## src/rtl/mem_port_arbiter_if.sv

```systemverilog
// Fetch, data and unified-memory signals shared by mem_port_arbiter and its neighbours.
// slave = arbiter side, master = core/memory side.
interface mem_port_arbiter_if;
  logic        i_req;
  logic [31:0] i_addr;
  logic        i_ready;
  logic        i_rvalid;
  logic [31:0] i_rdata;
  logic        d_req;
  logic        d_we;
  logic [31:0] d_addr;
  logic [31:0] d_wdata;
  logic [3:0]  d_wstrb;
  logic        d_ready;
  logic        d_rvalid;
  logic [31:0] d_rdata;
  logic        mem_en;
  logic        mem_we;
  logic [31:0] mem_addr;
  logic [31:0] mem_wdata;
  logic [3:0]  mem_wstrb;
  logic [31:0] mem_rdata;

  modport slave (
    input  i_req, i_addr, d_req, d_we, d_addr, d_wdata, d_wstrb, mem_rdata,
    output i_ready, i_rvalid, i_rdata, d_ready, d_rvalid, d_rdata,
           mem_en, mem_we, mem_addr, mem_wdata, mem_wstrb
  );

  modport master (
    output i_req, i_addr, d_req, d_we, d_addr, d_wdata, d_wstrb, mem_rdata,
    input  i_ready, i_rvalid, i_rdata, d_ready, d_rvalid, d_rdata,
           mem_en, mem_we, mem_addr, mem_wdata, mem_wstrb
  );
endinterface

```

## src/rtl/mem_port_arbiter.sv

```systemverilog
// Shares one single-port synchronous memory between fetch and load/store ports, one transaction at a time.
// Optional macro MEM_ARB_RR_EN switches tie-breaking from data-first to round-robin.
//
// state | meaning
// IDLE  | arbitrate; at most one ready per cycle
// ISSUE | drive mem_* for one cycle, load latency counter
// WAIT  | count down; capture mem_rdata when counter hits 0
// RESP  | one-cycle rvalid pulse to the owning port
module mem_port_arbiter #(
  parameter int unsigned LATENCY       = 1,
  parameter bit          RESET_PC_HOLD = 1'b0
) (
  input  logic               clk,
  input  logic               reset,
  mem_port_arbiter_if.slave  bus,
  output logic               busy
);
  typedef enum logic [1:0] {IDLE, ISSUE, WAIT, RESP} state_t;

  localparam logic [3:0] CNT_LOAD = 4'(LATENCY - 1);

  state_t      state, state_nxt;
  logic [3:0]  cnt;
  logic        owner_d;
  logic        we_q;
  logic [31:0] addr_q;
  logic [31:0] wdata_q;
  logic [3:0]  wstrb_q;
  logic [31:0] i_rdata_q;
  logic [31:0] d_rdata_q;
  logic        boot_done;
  logic        active;
  logic        i_elig;
  logic        grant_d;
  logic        grant_i;
  logic        accept;

`ifdef MEM_ARB_RR_EN
  logic        last_i_won;
`endif

  assign i_elig = bus.i_req && (boot_done || !RESET_PC_HOLD);

  always_comb begin
    grant_d = bus.d_req;
`ifdef MEM_ARB_RR_EN
    if (bus.d_req && i_elig) grant_d = last_i_won;
`endif
    grant_i = i_elig && !grant_d;
  end

  // active holds off grants until the first edge after reset release
  always_comb begin
    state_nxt     = state;
    bus.i_ready   = 1'b0;
    bus.d_ready   = 1'b0;
    bus.i_rvalid  = 1'b0;
    bus.d_rvalid  = 1'b0;
    bus.mem_en    = 1'b0;
    bus.mem_we    = 1'b0;
    bus.mem_addr  = '0;
    bus.mem_wdata = '0;
    bus.mem_wstrb = '0;
    case (state)
      IDLE: begin
        if (active) begin
          bus.d_ready = grant_d;
          bus.i_ready = grant_i;
          if (grant_d || grant_i) state_nxt = ISSUE;
        end
      end
      ISSUE: begin
        bus.mem_en    = 1'b1;
        bus.mem_we    = we_q;
        bus.mem_addr  = addr_q;
        bus.mem_wdata = wdata_q;
        bus.mem_wstrb = wstrb_q;
        state_nxt     = WAIT;
      end
      WAIT: begin
        if (cnt == 4'd0) state_nxt = RESP;
      end
      RESP: begin
        bus.i_rvalid = !owner_d;
        bus.d_rvalid = owner_d;
        state_nxt    = IDLE;
      end
      default: state_nxt = IDLE;
    endcase
  end

  assign accept      = bus.d_ready || bus.i_ready;
  assign bus.i_rdata = i_rdata_q;
  assign bus.d_rdata = d_rdata_q;
  assign busy        = (state != IDLE);

  always_ff @(posedge clk or negedge reset) begin
    if (!reset) begin
      state     <= IDLE;
      cnt       <= '0;
      owner_d   <= 1'b0;
      we_q      <= 1'b0;
      addr_q    <= '0;
      wdata_q   <= '0;
      wstrb_q   <= '0;
      i_rdata_q <= '0;
      d_rdata_q <= '0;
      boot_done <= 1'b0;
      active    <= 1'b0;
`ifdef MEM_ARB_RR_EN
      last_i_won <= 1'b1;
`endif
    end else begin
      active <= 1'b1;
      state  <= state_nxt;
      if (accept) begin
        owner_d <= bus.d_ready;
        if (bus.d_ready) begin
          we_q    <= bus.d_we;
          addr_q  <= bus.d_addr;
          wdata_q <= bus.d_wdata;
          wstrb_q <= bus.d_we ? bus.d_wstrb : 4'h0;
        end else begin
          we_q    <= 1'b0;
          addr_q  <= bus.i_addr;
          wdata_q <= '0;
          wstrb_q <= 4'h0;
        end
`ifdef MEM_ARB_RR_EN
        last_i_won <= bus.i_ready;
`endif
      end
      case (state)
        ISSUE: cnt <= CNT_LOAD;
        WAIT: begin
          if (cnt == 4'd0) begin
            if (owner_d) d_rdata_q <= we_q ? 32'h0 : bus.mem_rdata;
            else         i_rdata_q <= bus.mem_rdata;
          end else begin
            cnt <= cnt - 4'd1;
          end
        end
        RESP: if (owner_d) boot_done <= 1'b1;
        default: ;
      endcase
    end
  end
endmodule

```

## src/flat_wrapper.sv

```systemverilog
// flat-port wrapper written by rule: the top's interface ports become plain ports
module mem_port_arbiter_flat 
#(
  parameter int unsigned LATENCY       = 1,
  parameter bit          RESET_PC_HOLD = 1'b0
)
  (clk, reset, busy, bus_i_req, bus_i_addr, bus_d_req, bus_d_we, bus_d_addr, bus_d_wdata, bus_d_wstrb, bus_mem_rdata, bus_i_ready, bus_i_rvalid, bus_i_rdata, bus_d_ready, bus_d_rvalid, bus_d_rdata, bus_mem_en, bus_mem_we, bus_mem_addr, bus_mem_wdata, bus_mem_wstrb);
  mem_port_arbiter_if bus_i ();
  input  logic clk;
  input  logic reset;
  output logic busy;
  input wire logic [$bits(bus_i.i_req)-1:0] bus_i_req;
  input wire logic [$bits(bus_i.i_addr)-1:0] bus_i_addr;
  input wire logic [$bits(bus_i.d_req)-1:0] bus_d_req;
  input wire logic [$bits(bus_i.d_we)-1:0] bus_d_we;
  input wire logic [$bits(bus_i.d_addr)-1:0] bus_d_addr;
  input wire logic [$bits(bus_i.d_wdata)-1:0] bus_d_wdata;
  input wire logic [$bits(bus_i.d_wstrb)-1:0] bus_d_wstrb;
  input wire logic [$bits(bus_i.mem_rdata)-1:0] bus_mem_rdata;
  output wire logic [$bits(bus_i.i_ready)-1:0] bus_i_ready;
  output wire logic [$bits(bus_i.i_rvalid)-1:0] bus_i_rvalid;
  output wire logic [$bits(bus_i.i_rdata)-1:0] bus_i_rdata;
  output wire logic [$bits(bus_i.d_ready)-1:0] bus_d_ready;
  output wire logic [$bits(bus_i.d_rvalid)-1:0] bus_d_rvalid;
  output wire logic [$bits(bus_i.d_rdata)-1:0] bus_d_rdata;
  output wire logic [$bits(bus_i.mem_en)-1:0] bus_mem_en;
  output wire logic [$bits(bus_i.mem_we)-1:0] bus_mem_we;
  output wire logic [$bits(bus_i.mem_addr)-1:0] bus_mem_addr;
  output wire logic [$bits(bus_i.mem_wdata)-1:0] bus_mem_wdata;
  output wire logic [$bits(bus_i.mem_wstrb)-1:0] bus_mem_wstrb;
  assign bus_i.i_req = bus_i_req;
  assign bus_i.i_addr = bus_i_addr;
  assign bus_i.d_req = bus_d_req;
  assign bus_i.d_we = bus_d_we;
  assign bus_i.d_addr = bus_d_addr;
  assign bus_i.d_wdata = bus_d_wdata;
  assign bus_i.d_wstrb = bus_d_wstrb;
  assign bus_i.mem_rdata = bus_mem_rdata;
  assign bus_i_ready = bus_i.i_ready;
  assign bus_i_rvalid = bus_i.i_rvalid;
  assign bus_i_rdata = bus_i.i_rdata;
  assign bus_d_ready = bus_i.d_ready;
  assign bus_d_rvalid = bus_i.d_rvalid;
  assign bus_d_rdata = bus_i.d_rdata;
  assign bus_mem_en = bus_i.mem_en;
  assign bus_mem_we = bus_i.mem_we;
  assign bus_mem_addr = bus_i.mem_addr;
  assign bus_mem_wdata = bus_i.mem_wdata;
  assign bus_mem_wstrb = bus_i.mem_wstrb;
  mem_port_arbiter #(.LATENCY(LATENCY), .RESET_PC_HOLD(RESET_PC_HOLD)) u_core (.clk(clk), .reset(reset), .bus(bus_i), .busy(busy));
endmodule
```

## config.mk

```make
export PLATFORM = sky130hd
export DESIGN_NAME = mem_port_arbiter_flat
export DESIGN_NICKNAME = d
export VERILOG_FILES = /design/src/rtl/mem_port_arbiter_if.sv /design/src/rtl/mem_port_arbiter.sv /design/src/flat_wrapper.sv
export SDC_FILE = /design/constraint.sdc
export NUM_CORES = 1
export LEC_CHECK = 0
export BUFFER_PORTS_ARGS = -buffer_cell sky130_fd_sc_hd__buf_2
export CAP_MARGIN = 25
export CORE_AREA = 2 2 118 120
export CTS_CLUSTER_DIAMETER = 200
export DETAILED_ROUTE_END_ITERATION = 10
export DIE_AREA = 0 0 120 122
export PLACE_DENSITY = 0.78
export SYNTH_ARGS = -nofsm -noshare
export SYNTH_HDL_FRONTEND = slang
export SYNTH_SLANG_ARGS = --single-unit
```

## constraint.sdc

```tcl
create_clock -name clk -period 2.2 [get_ports clk]
set_input_delay 0 -clock clk [delete_from_list [all_inputs] [get_ports clk]]
set_output_delay 0 -clock clk [all_outputs]
set_load 0.01 [all_outputs]
```

After elaboration in Yosys (flattened, before gate mapping)
Index checks and enable logic that the tools add are counted.

word-level totals
  input port bits = 137
  output and inout port bits = 139
  register bits after elaboration = 141
  logic and storage cells = 55

operators by class
  add/sub/neg operators = 1
  muxes and demuxes = 23
  eq/ne operators = 7
  reduce and logical (&&, ||, !) cells = 13
  bitwise gates (word level) = 1

operator list
  cell                 number
  $mux 32              5
  $mux 4               4
  $mux 1               9
  $reduce_and 3->1     3
  $pmux 2 s4           1
  $pmux 4 s2           1
  $mux 2               3
  $ne 2x1->1 const B   3
  $eq 2x2->1 const B   2
  $logic_not 4->1      1
  $reduce_bool 2->1    2
  $sub 4x1->4 const B  1
  $eq 2x1->1 const B   1
  $logic_not 1->1      2
  $logic_not 2->1      1
  $logic_or 1x1->1     2
  $ne 2x2->1 const B   1
  $reduce_and 2->1     1
  $logic_and 1x1->1    1
  $not 1->1            1

Depth between registers and ports, before layout
  depth in word-level cells = 6
  mapped depth = 7
  mapped depth without buffers = 5

Worst setup path before layout
OpenSTA, ideal clock, no wires.

  path type = register to register
  start point = reg u_core.cnt[0]
  end point = reg u_core.i_rdata_q[10] (netlist: u_core.bus.i_rdata[10])
  library setup time = 0.125 ns
  cell stages (with the launch flop) = 7
  slack = 0.256 ns
  clock period less this slack = 1.944 ns
  required time = 2.075 ns
  data arrival time = 1.819 ns
  path buffers = 1
  cells stage by stage = dfrtp_1 -> inv_1 -> ha_1 -> or3b_4 -> nor3b_4 -> buf_6 -> mux2_2

on the way
  longest elaborated chain between the ends = 2

ends and longest elaborated chain
  item                        line                     source
  start, declared             mem_port_arbiter.sv:23   logic [3:0] cnt;
  start signal, assigned      mem_port_arbiter.sv:140  cnt <= cnt - 4'd1;
  $logic_not 4->1             mem_port_arbiter.sv:136  if (cnt == 4'd0) begin
  $reduce_and 3->1 (no line)  -
  end signal, assigned        mem_port_arbiter.sv:138  else i_rdata_q <= bus.mem_rdata;
  end, declared               mem_port_arbiter.sv:29   logic [31:0] i_rdata_q;

Every way passes these cells.
A chain may end at the register's enable or synchronous reset.

Worst setup path after layout
  start point = reg u_core.state[0]
  end point = reg u_core.addr_q[16]

on the way
  longest elaborated chain between the ends = 3
  elaborated cells on any way between the ends = 5
  classes of those cells = mux (3); reduce/logical (2)

ends and longest elaborated chain
  item                                                line                                             source
  start, declared                                     mem_port_arbiter.sv:22                           state_t state, state_nxt;
  start signal, assigned                              mem_port_arbiter.sv:115                          state <= state_nxt;
  $logic_not 2->1 (*)                                 mem_port_arbiter.sv:64                           case (state)
  $mux 1                                              mem_port_arbiter.sv:64
  $mux 32 / $logic_or 1x1->1 (equally long branches)  mem_port_arbiter.sv:118, mem_port_arbiter.sv:92
  end signal, assigned                                mem_port_arbiter.sv:120                          addr_q <= bus.d_addr;
  end signal, assigned                                mem_port_arbiter.sv:125                          addr_q <= bus.i_addr;
  end, declared                                       mem_port_arbiter.sv:26                           logic [31:0] addr_q;

Every way passes the cells marked *; elsewhere a longest branch is shown, timed or not.

==> flow_summary.yaml <==
placed_design:
  dp_hpwl_um: 11700
  place.gp.congestion: 0.855
  post_dp_cell_area_um2: 7900
  portBuffers: 275
setup_path:
  path_max_fanout: 8
  crit_cells: 6
  end_kind: "flip-flop"
  path_buf_inv: 2
  worst_setup_path_start_kind: "flip-flop"
  required_ns: 2.47
  critPathLaunch: "u_core.state[0]$_DFFE_PN0P_"
  arrival_ns: 2.39
  r2r_slack_ns: 0.07
  crit_end: "u_core.addr_q[16]$_DFFE_PN0P_"
  crit_family: "buffers and inverters"
  reg2reg_depth: 6
  reg2reg_to: "u_core.addr_q[16]$_DFFE_PN0P_"
  worstPathCellList: "inv_1 > ha_4 > and3_4 > mux2i_1 > dlygate4sd3_1 > o21ai_0"
  critPathKind: "flip-flop to flip-flop"
  crit-reg2reg-launch: "u_core.state[0]$_DFFE_PN0P_"
  critPathMaxStageDelay_ns: 0.61
  cpMaxStageDelayCell: "dlygate4sd3_1"
sta:
  setup_tns_ns: 0
  setup_violations: 0
  relSlewSlack_pct: 53.9
  tightestPinTransition_ns: 0.692
  hold_slack_ns: 0.0904
  slew_viol_final: 0
  min_period_ns: 2.13
  fmax_ghz: 0.470
  skew_ns: 0.00609
  hold_viol: 0
  fin_crit_sh_pct: 96.7
  grt_setup_unrepaired: "no"
detailed_routing:
  via_count: 5902
  via_per_inst: 5.27
  drt_iter0_markers: 393
  drtPass1Iterations: 5
  drcViolationCount: 0
  wl_per_cell_um: 18.7
  ant_nets: 0
  totalWireLength_um: 21000
outcome:
  outcome: "finished, final reports clean"
cts:
  h-tree-depth: 4
  clk_pin_slew_ns: 0.06
  clkLatencyLatePin_ns: 0.42
  clock_path_buffers: 2
  cts_buffers: 17
  cts_tree: "done"
  cts.sink_count: 141
  root_buffer: "clkbuf_16"
final_layout:
  drive_gt1_share_pct: 41.7
  nets: 1069
  n_antenna_cell: 0
  final_area_um2: 9890
  syn2layout_area_growth_pct: 57.2
  fill_cells: 827
die:
  die_h_um: 122
  boundaryPins: 276
  die-area_um2: 14600
  core_area_um2: 13500
  start_util_pct: 46.6
  rows: 43
  die_x_um: 120
power:
  peakVddDrop_v: 0.000595
  power.density_nw_per_um2: 1250
  total_power_mw: 12.4
  power.leakage_nw: 4.96
min_path:
  hold_path_class: "input pin to flip-flop"
logic_synthesis:
  syn_avg_cell_area_um2: 12.2
  synth_cell_type_count: 31
  synth_area_um2: 6290
  ys_ff_latch: 141
  syn-num-nets: 659
  yosys_warnings: 0
  syn_inst: 516
  ys_seq_area_share_pct: 56.1
global_route:
  grt_max_degree: 102
  grt_pass1_vias: 6240
  grt_pass1_wl_um: 31800
  gr-total-overflow: 0
  track_usage_pct: 28.3
  antenna_found_initial: 0
run:
  max_cap_violations: 0
layout make-up:
cell class                 instances  area [um2]  area share [%]
clock buffer                      18         429            4.34
clock inverter                    14         144            1.45
inverter                           5        18.8           0.190
multi-input combinational        335        2610            26.4
sequential                       141        3530            35.7
tap                              180         225            2.28
timing repair buffer             426        2940            29.7
worst min-delay path, cell delays in order:
cell    delay (ns)
buf_2         0.12
and3_2        0.25
a21o_1        0.10
report_power, final:
part           internal (mW)  switching, mW  leakage, nW  total (mW)
combinational           2.46           2.51         2.93        4.97
sequential              3.85          0.758         1.75        4.61
clock                   1.67           1.11        0.280        2.77
total                   7.98           4.37         4.96        12.4
Yosys cell counts:
master | instances | area share (%)
o211ai_1 | 1 | 0.12
nor2b_1 | 34 | 3.4
and3_1 | 1 | 0.099
a22oi_1 | 1 | 0.12
or3b_4 | 1 | 0.18
nor2_1 | 3 | 0.18
buf_6 | 3 | 0.54
dfrtp_1 | 141 | 56
o22a_1 | 1 | 0.14
nor3_1 | 1 | 0.079
nand3_1 | 2 | 0.16
mux2i_1 | 33 | 5.2
a211oi_1 | 1 | 0.12
clkbuf_1 | 25 | 1.5
conb_1 | 1 | 0.060
mux2_2 | 63 | 11
nor3b_4 | 1 | 0.30
ha_1 | 6 | 1.2
o31ai_1 | 1 | 0.12
inv_1 | 5 | 0.30
nand2_1 | 33 | 2.0
a22o_1 | 35 | 4.9
a21o_1 | 1 | 0.12
a21oi_1 | 1 | 0.079
mux2_1 | 3 | 0.54
nor3b_2 | 1 | 0.20
a32o_1 | 4 | 0.64
o21ai_0 | 34 | 2.7
and2_1 | 70 | 7.0
and4b_1 | 1 | 0.16
buf_2 | 8 | 0.64
flip-flops by register name (all words and copies together) (netlist names):
register	count
u_core.cnt	4
u_core.bus.d_rdata	32
u_core.active	1
u_core.owner_d	1
u_core.state	2
u_core.wstrb_q	4
u_core.wdata_q	32
u_core.bus.i_rdata	32
u_core.addr_q	32
u_core.we_q	1
worst min-delay path by stage:
| stage | start | endpoint | slack [ns] | cells past startpoint |
|---|---|---|---|---|
| finish | bus_d_req | u_core.owner_d$_DFFE_PN0P_ | 0.09 | 3 |
| global route | bus_d_req | u_core.owner_d$_DFFE_PN0P_ | 0.12 | 3 |
| CTS | bus_d_req | u_core.owner_d$_DFFE_PN0P_ | 0.13 | 3 |
| detailed placement | reset | u_core.bus.d_rdata[5]$_DFFE_PN0P_ | 0.08 | 1 |
| global placement | reset | u_core.bus.d_rdata[8]$_DFFE_PN0P_ | 0.07 | 1 |
| floorplan | reset | u_core.active$_DFF_PN0_ | -0.30 | 0 |
per-stage QoR:
stage | util (%) | instances | setup WS [ns]
after floorplan | - | 516 | 0.256
after global placement | 58.5 | 946 | 0.230
after detailed placement | 58.5 | 946 | 0.135
after CTS | 72.8 | 1113 | 0.0571
after global routing | 73.3 | 1119 | 0.000990
final | 73.3 | 1119 | 0.0735
routing by layer:
layer	share of wire (%)	wire length, um	up-vias	global-route usage, %
met5	0	0	-	0
met4	3.5	726	0	13.4
met3	8.1	1690	66	7.96
met2	51	10600	369	49.4
met1	38	7890	2863	32.1
li1	-	-	2604	-
layout by cell type, fill, tap and decap left out, drive strengths merged:
cell and count:
buf 291, inv 7, clkinvlp 2, nand2 33
clkbuf 18, a21oi 1, o21ai 34, nor2 3
dfrtp 141, dlygate4sd3 135, clkinv 8, nand3 2
o31ai 1, nor3b 2, a211oi 1, mux2i 33
a22oi 1, or3b 1, conb 1, a21o 1
nor3 1, nor2b 34, ha 6, and4b 1
a22o 35, mux2 66, a32o 4, and2 70
and3 2, o211ai 1, bufinv 2, o22a 1
timing repair:
action | in CTS | in global routing
gates resized for setup | 0 | 2
hold endpoints to repair | 199 | 0
hold buffers | 135 | 0
setup endpoints to repair | 0 | 7
setup buffers | 0 | 5
kinds of logic (layout without fill, tap and decap cells):
logic type / count (synthesis) / in the layout / synth area share (%)
compound gates: 80 / 80 / 9.02
flops: 141 / 141 / 56.1
buf+inv: 41 / 463 / 2.96
other cells: 1 / 1 / 0.0596
mux: 99 / 99 / 17.1
simple gates: 148 / 149 / 13.7
fa+ha+maj: 6 / 6 / 1.19
Note: power is estimated with default switching activity, not from simulation.
